$ cat src/rtl/cpu_run_ctrl.sv
`default_nettype none
//==============================================================================
// cpu_run_ctrl: conditions board controls and sequences the 6502 through reset/halt/step/run.  Rev 1.0
//==============================================================================
module cpu_run_ctrl #(
  parameter int DEBOUNCE_CYCLES = 16,
  parameter int RUN_DIV         = 4,
  parameter int RST_CYCLES      = 8
) (
  input  logic        clk_i,
  input  logic        reset_n_i,
  input  logic        btn_step_i,
  input  logic        btn_reset_i,
  input  logic        sw_run_i,
  output logic        cpu_ce_o,
  output logic        cpu_rst_n_o,
  output logic [1:0]  mode_o,
  output logic [15:0] ce_count_o
);

  localparam int C_NIN      = 3;
  localparam int C_IDX_STEP = 0;
  localparam int C_IDX_RST  = 1;
  localparam int C_IDX_RUN  = 2;
  localparam int DB_W       = $clog2(DEBOUNCE_CYCLES + 1);
  localparam int DIV_W      = (RUN_DIV > 1) ? $clog2(RUN_DIV) : 1;
  localparam int RST_W      = $clog2(RST_CYCLES + 1);

  localparam logic [DB_W-1:0]  C_DB_LIMIT = DB_W'(DEBOUNCE_CYCLES);
  localparam logic [DIV_W-1:0] C_DIV_LAST = DIV_W'(RUN_DIV - 1);
  localparam logic [RST_W-1:0] C_RST_LOAD = RST_W'(RST_CYCLES);

  typedef enum logic [1:0] {
    ST_RESET = 2'b00,
    ST_HALT  = 2'b01,
    ST_STEP  = 2'b10,
    ST_RUN   = 2'b11
  } state_t;

  logic [C_NIN-1:0] w_raw;
  logic [C_NIN-1:0] sync1_q;
  logic [C_NIN-1:0] sync2_q;
  logic [C_NIN-1:0] db_q;
  logic [DB_W-1:0]  db_cnt_q [C_NIN];
  logic             step_prev_q;
  logic             w_step_pulse;

  assign w_raw = {sw_run_i, btn_reset_i, btn_step_i};

  // A new level is accepted only after DEBOUNCE_CYCLES+1 consecutive differing samples.
  always_ff @(posedge clk_i) begin
    if (!reset_n_i) begin
      sync1_q     <= '0;
      sync2_q     <= '0;
      db_q        <= '0;
      step_prev_q <= 1'b0;
      for (int i = 0; i < C_NIN; i++) db_cnt_q[i] <= '0;
    end else begin
      sync1_q     <= w_raw;
      sync2_q     <= sync1_q;
      step_prev_q <= db_q[C_IDX_STEP];
      for (int i = 0; i < C_NIN; i++) begin
        if (sync2_q[i] == db_q[i]) begin
          db_cnt_q[i] <= '0;
        end else if (db_cnt_q[i] == C_DB_LIMIT) begin
          db_q[i]     <= sync2_q[i];
          db_cnt_q[i] <= '0;
        end else begin
          db_cnt_q[i] <= db_cnt_q[i] + DB_W'(1);
        end
      end
    end
  end

  assign w_step_pulse = db_q[C_IDX_STEP] & ~step_prev_q;

  state_t           state_q;
  logic [DIV_W-1:0] div_q;
  logic [DIV_W-1:0] w_div_next;
  logic [RST_W-1:0] rst_cnt_q;
  logic             cpu_ce_q;
  logic             cpu_rst_n_q;
  logic [15:0]      ce_count_q;

  assign w_div_next = (div_q == C_DIV_LAST) ? '0 : div_q + DIV_W'(1);

  always_ff @(posedge clk_i) begin
    if (!reset_n_i || db_q[C_IDX_RST]) begin
      state_q     <= ST_RESET;
      rst_cnt_q   <= C_RST_LOAD;
      div_q       <= '0;
      cpu_ce_q    <= 1'b0;
      cpu_rst_n_q <= 1'b0;
      ce_count_q  <= '0;
    end else begin
      cpu_ce_q   <= 1'b0;
      ce_count_q <= ce_count_q + {15'd0, cpu_ce_q};
      case (state_q)
        ST_RESET: begin
          ce_count_q <= '0;
          rst_cnt_q  <= rst_cnt_q - RST_W'(1);
          if (rst_cnt_q <= RST_W'(1)) begin
            state_q     <= ST_HALT;
            cpu_rst_n_q <= 1'b1;
          end
        end
        ST_HALT: begin
          if (db_q[C_IDX_RUN]) begin
            state_q  <= ST_RUN;
            div_q    <= '0;
            cpu_ce_q <= (C_DIV_LAST == '0);
          end else if (w_step_pulse) begin
            state_q  <= ST_STEP;
            cpu_ce_q <= 1'b1;
          end
        end
        ST_STEP: begin
          state_q <= ST_HALT;
        end
        ST_RUN: begin
          // Leaving RUN drops the partial divider count; no trailing pulse.
          if (!db_q[C_IDX_RUN]) begin
            state_q <= ST_HALT;
            div_q   <= '0;
          end else begin
            div_q    <= w_div_next;
            cpu_ce_q <= (w_div_next == C_DIV_LAST);
          end
        end
        default: state_q <= ST_RESET;
      endcase
    end
  end

  assign cpu_ce_o    = cpu_ce_q;
  assign cpu_rst_n_o = cpu_rst_n_q;
  assign mode_o      = state_q;
  assign ce_count_o  = ce_count_q;

endmodule
`default_nettype wire

$ cat config.mk
export PLATFORM = sky130hd
export DESIGN_NAME = cpu_run_ctrl
export DESIGN_NICKNAME = d
export VERILOG_FILES = /design/src/rtl/cpu_run_ctrl.sv
export SDC_FILE = /design/constraint.sdc
export NUM_CORES = 1
export LEC_CHECK = 0
export CORE_MARGIN = 2
export CORE_UTILIZATION = 45
export DETAILED_ROUTE_END_ITERATION = 16
export PLACE_DENSITY = 0.77
export SLEW_MARGIN = 25
export SYNTH_ARGS = -nofsm -noshare
export SYNTH_HDL_FRONTEND = slang
export SYNTH_SLANG_ARGS = --single-unit
$ cat constraint.sdc
create_clock -name clk_i -period 4.85 [get_ports clk_i]
set_clock_uncertainty 0.05 [all_clocks]
set_input_delay 0.97 -clock clk_i [delete_from_list [all_inputs] [get_ports clk_i]]
set_output_delay 0.97 -clock clk_i [all_outputs]
set_load 0.05 [all_outputs]
[Word level (Yosys, flattened, before mapping)]
Memory sizes are Yosys's and may differ from the RTL's.
Index checks and enable logic that the tools add are counted.
Widths: inputs -> output; s select.
Storage, ports and cells
  logic and storage cells: 116
  bits in writable memories: 15
  memories kept: 1
  input bits: 5
  bits in registers: 36
Memories
  db_cnt_q: words 3, width 5, rd ports 3, clocked after Yosys merged registers in 0, wr ports 3, RTL line 44  | logic [DB_W-1:0] db_cnt_q [C_NIN];
Cells by class
  bitwise logic cells: 14
  reductions and logical operators: 11
  muxes and demuxes: 56
  $lt $le $gt $ge: 1
  eq/ne operators: 15
  add/sub/neg operators: 6
Operators with widths (count)
  $mux 5: 9
  $mux 1: 37
  $add 16x1->16: 1
  $add 5x1->5 const B: 3
  $eq 5x5->1 const B: 3
  $mux 2: 7
  $reduce_and 2->1: 5
  $or 1x1->1: 9
  $eq 2x2->1 const B: 4
  $pmux 2 s4: 1
  $ne 2x2->1 const B: 3
  $le 4x1->1 const B: 1
  $not 1->1: 4
  $pmux 2 s2: 1
  $sub 4x1->4 const B: 1
  $eq 1x1->1: 3
  $ne 3x3->1 const B: 1
  $reduce_and 3->1: 1
  $add 2x1->2 const B: 1
  $eq 2x1->1 const B: 1
  $logic_not 2->1: 1
  $pmux 1 s2: 1
  $reduce_bool 2->1: 1
  $reduce_or 2->1: 1
  other kinds (3): 3

[Logic depth before layout (Yosys ltp)]
  depth in word-level cells: 7
  mapped depth: 6
  depth with buffers taken out: 6

[Least setup slack after synthesis]
No wires, ideal clock.
  path type: register to register
  start: reg ce_count_q[0] (netlist: ce_count_o[0])
  end: reg ce_count_q[14] (netlist: ce_count_o[14])
  slack: 2.855 ns
  library setup time: 0.119 ns
  path buffers: 0
  arrival time: 1.826 ns
  period minus slack after synthesis: 1.995 ns
  stages on the path, launching flop included: 7
  cell sequence: dfxtp_1 ha_1 ha_1 nand3_2 nor4_2 xnor2_1 nor2_1
Between the ends
  cells in the longest elaborated chain, start to end: 1
RTL lines
  start: declaration: RTL line 83  | logic [15:0] ce_count_q;
  start signal: assignment: RTL line 97  | ce_count_q <= ce_count_q + {15'd0, cpu_ce_q};
  $add 16x1->16: RTL line 97
No other way between the ends.
A chain may end at the register's enable or synchronous reset.

[Worst setup path in the final report]
  start: reg state_q[1] (netlist: mode_o[1])
  end: out mode_o[1]
RTL lines
  start: declaration: RTL line 77  | state_t state_q;
  start signal: assignment: RTL line 89  | state_q <= ST_RESET;
  start signal: assignment: RTL line 103  | state_q <= ST_HALT;
  start signal: assignment: RTL line 109  | state_q <= ST_RUN;
  end: declaration: RTL line 17  | output logic [1:0] mode_o,
No word-level cell between the ends.

==> key figures <==
Status
  • Run status: finished clean

Setup path
  • Critical path, cell by cell: clkdlybuf4s50_1
  • Critical Path Max Stage Delay: around 870 ps
  • Crit end category: primary output
  • CP max-delay cell: clkdlybuf4s50_1
  • Worst EP required: 3830 ps
  • Capturing point of the worst reg2reg path: ce_count_o[14]$_SDFF_PP0_
  • R2r setup slk: 3060 ps
  • R2R depth: 6
  • Critical path startpoint category: register
  • Worst Path Arrival: around 1700 ps
  • CP delay by family, top: buffers and inverters
  • Worst path buffer plus inverter count: 1
  • Critical Path Stages: 1
  • Crit-path max FO: 9
  • Kind of critical path: register to primary output
  • Worst r2r src: cpu_ce_o$_SDFF_PP0_

GRT
  • Total track usage: 0.1521
  • Initial antenna violation count: 0
  • Largest net degree at the start of global routing: 18
  • Vias in the first global route: between 1000 and 1500
  • GRT overflow: 0
  • First-pass GRT wire length: 6.451 mm

Routing
  • Post-route ant nets: 0
  • # DRC: 0
  • Vias: 1570
  • Post-Route WL: 3.628 mm
  • Initial drt markers: 67
  • Highest Signal Layer: met4
  • Met2 wire len: 1.746 mm
  • Vias per inst: approximately 4.6
  • WL per Instance: ~11 µm
  • Drt first pass iters: 4
  • Detail Route met3 WL: 120 µm
  • Met1 wire length: about 1.7 mm

Die
  • Initial core utilization: 0.4716
  • FP Rows: 25
  • Die height: around 75 µm
  • Die X: about 75 µm
  • Core area: 0.004786 mm²
  • Ports: 25
  • Die area: 0.005599 mm²

Synth
  • Cells after Synth: between 200 and 250
  • YS warnings: 0
  • Mapped Area: around 0.0023 mm²
  • Synth unique cells: 33
  • Sequential share of the synthesized area: 0.5188
  • Synthesis-stage register bit count: 51
  • Syn_area_per_cell: 9.857 µm²

STA
  • Min Hold Slack: 397.8 ps
  • RSZ-0062 raised after global routing: no
  • Tcrit/Tclk final: 0.5626
  • Rel. slew slack: 0.5318
  • FMAX: 366.5 MHz
  • Final TNS setup: 0 ps
  • Post-layout minimum cycle time: between 2000 and 3000 ps
  • Max-slew violations: 0
  • Final setup viols: 0
  • Slew @ Worst Pin: 702.2 ps
  • Min setup slack post-route: 2121 ps
  • Final hold vios: 0

CTS
  • Clk_lat worst skew: 300 ps
  • Clock H-tree levels: 2
  • Post-CTS Setup Bufs: 0
  • Clock sinks: 51
  • Root Driver: clkbuf_8
  • Clk slew on worst S/H paths: 100 ps
  • Cts hold-fix bufs: 0
  • CTS Buf Count: 5
  • PostCTS Resize Cnt: 0
  • Clk buf depth: 2
  • CTS tree: built

Power and ir drop
  • Static Leakage: 1.006 nW
  • Int Power: 0.6561 mW
  • Final Power: 0.8992 mW
  • Psw: 0.2431 mW
  • Clock power share: 0.309
  • Switch share: 0.2704
  • Peak supply drop: between 300 and 400 µV
  • Comb pwr share: 0.143
  • Sequential share of power: 0.548
  • Power Dens Cells: 329.1 mW/mm²

Final layout
  • Post-Layout Inst Area: 0.002733 mm²
  • Area Growth Syn to Fin: 21.06%
  • # diodes: 0
  • Nets@finish: 286
  • Ratio of cells with drive above 1 in the final layout: 0.06273

Hold path
  • Worst min-delay path class: register to register
  • Min-delay src: sync1_q[0]$_SDFF_PN0_
  • Hold EP: sync2_q[0]$_SDFF_PN0_
  • Hold path depth: 1

Job
  • Maxcap violations: 0

Place
  • Detailed placer's ending HPWL: 2.668 mm
  • Post-Place Worst Slack: 2308 ps
  • Gpl congestion: 0.7408
  • IO buf count: 24
  • Area after DPL: 0.002621 mm²
[cells by family after synthesis]
group                      share of synthesized area
AOI/OAI and AO/OA                            0.03548
xor gates and xnor gates                      0.1009
adders and majority gates                    0.06097
buffers and inverters                        0.03714
DFF                                           0.5188
muxes                                        0.01330
other                                       0.001661
and+or+nand+nor                               0.2317
[per-layer routing]
layer	global-route usage	vias up
li1	-	821
met1	0.1902	724
met2	0.2456	21
met3	0.04418	4
met4	0.06548	0
met5	0	-
[power by group through the flow]
stage	Sequential (mW)	Clock, mW	Combinational [mW]
final	0.493	0.278	0.129
after CTS	0.493	0.286	0.129
after global routing	0.499	0.303	0.146
after global placement	0.501	0	0.125
after floorplan	0.515	0	0.0810
after detailed placement	0.503	0	0.128
[how the worst max path moves through the flow]
stage,startpoint,to,slack [ps]
2_1_floorplan,ce_count_o[0]$_SDFF_PP0_,ce_count_o[14]$_SDFF_PP0_,2860
3_3_place_gp,reset_n_i,ce_count_o[10]$_SDFF_PP0_,2060
3_5_place_dp,reset_n_i,ce_count_o[7]$_SDFF_PP0_,2310
4_1_cts,mode_o[1]$_SDFFE_PP0P_,mode_o[1],2100
5_1_grt,mode_o[1]$_SDFFE_PP0P_,mode_o[1],2040
6_report,mode_o[1]$_SDFFE_PP0P_,mode_o[1],2120
[final cells by class]
cell class              instances  area, µm²
clock buffers                   6      93.84
clock inverters                 2      17.52
fillers                       431       2053
inverters                      18      67.56
multi-input cells             170       1059
flip-flops and latches         51       1171
well taps                      67      83.83
repair buffers                 24      240.2
[through the flow]
step                cells    util
finish                338  0.5710
global placement      330  0.5469
global route          338  0.5710
CTS                   338  0.5710
detailed placement    330  0.5477
floorplan             243       -
[synthesized netlist by cell type, drive strengths merged]
library cell | count | area share
nand4 | 3 | 0.015
inv | 18 | 0.030
mux2i | 3 | 0.013
o21ai | 5 | 0.011
or3 | 2 | 0.0055
or2 | 1 | 0.0028
nand3 | 14 | 0.035
nand2 | 7 | 0.012
xor2 | 11 | 0.043
buf | 1 | 0.0022
dfxtp | 36 | 0.32
edfxtp | 15 | 0.20
nand4bb | 2 | 0.010
clkbuf | 3 | 0.0050
o22ai | 1 | 0.0028
a31oi | 1 | 0.0028
a211oi | 1 | 0.0033
ha | 11 | 0.061
nor2b | 4 | 0.011
a21oi | 7 | 0.016
conb | 1 | 0.0017
nand2b | 3 | 0.0083
nor4 | 4 | 0.017
and2 | 7 | 0.019
nor3 | 8 | 0.018
xnor2 | 15 | 0.058
nor2 | 44 | 0.075
and3 | 1 | 0.0028
[layout by cell type (no fill, tap or decap), drive strengths merged]
master	instances
a211oi	1
a21oi	7
a31oi	1
and2	7
and3	1
clkbuf	6
clkdlybuf4s50	24
clkinv	1
conb	15
dfxtp	36
edfxtp	15
ha	11
inv	19
mux2i	3
nand2	7
nand2b	3
nand3	14
nand4	3
nand4bb	2
nor2	44
nor2b	4
nor3	8
nor4	4
o21ai	5
o22ai	1
or2	1
or3	2
xnor2	15
xor2	11
[flip-flops by register name, summed over array words and instances (netlist names)]
name	count
sync2_q	3
db_cnt_q	15
cpu_ce_o	1
div_q	2
ce_count_o	16
step_prev_q	1
rst_cnt_q	4
cpu_rst_n_o	1
db_q	3
mode_o	2
sync1_q	3
[worst reg2reg max path, cell delays in order, from the launching register on]
cell and delay, ps:
dfxtp_1 360, ha_1 260, ha_1 240, nand3_2 190
nor4_2 340, xnor2_1 160, nor2_1 50
Power figures use the tool's default switching activity.
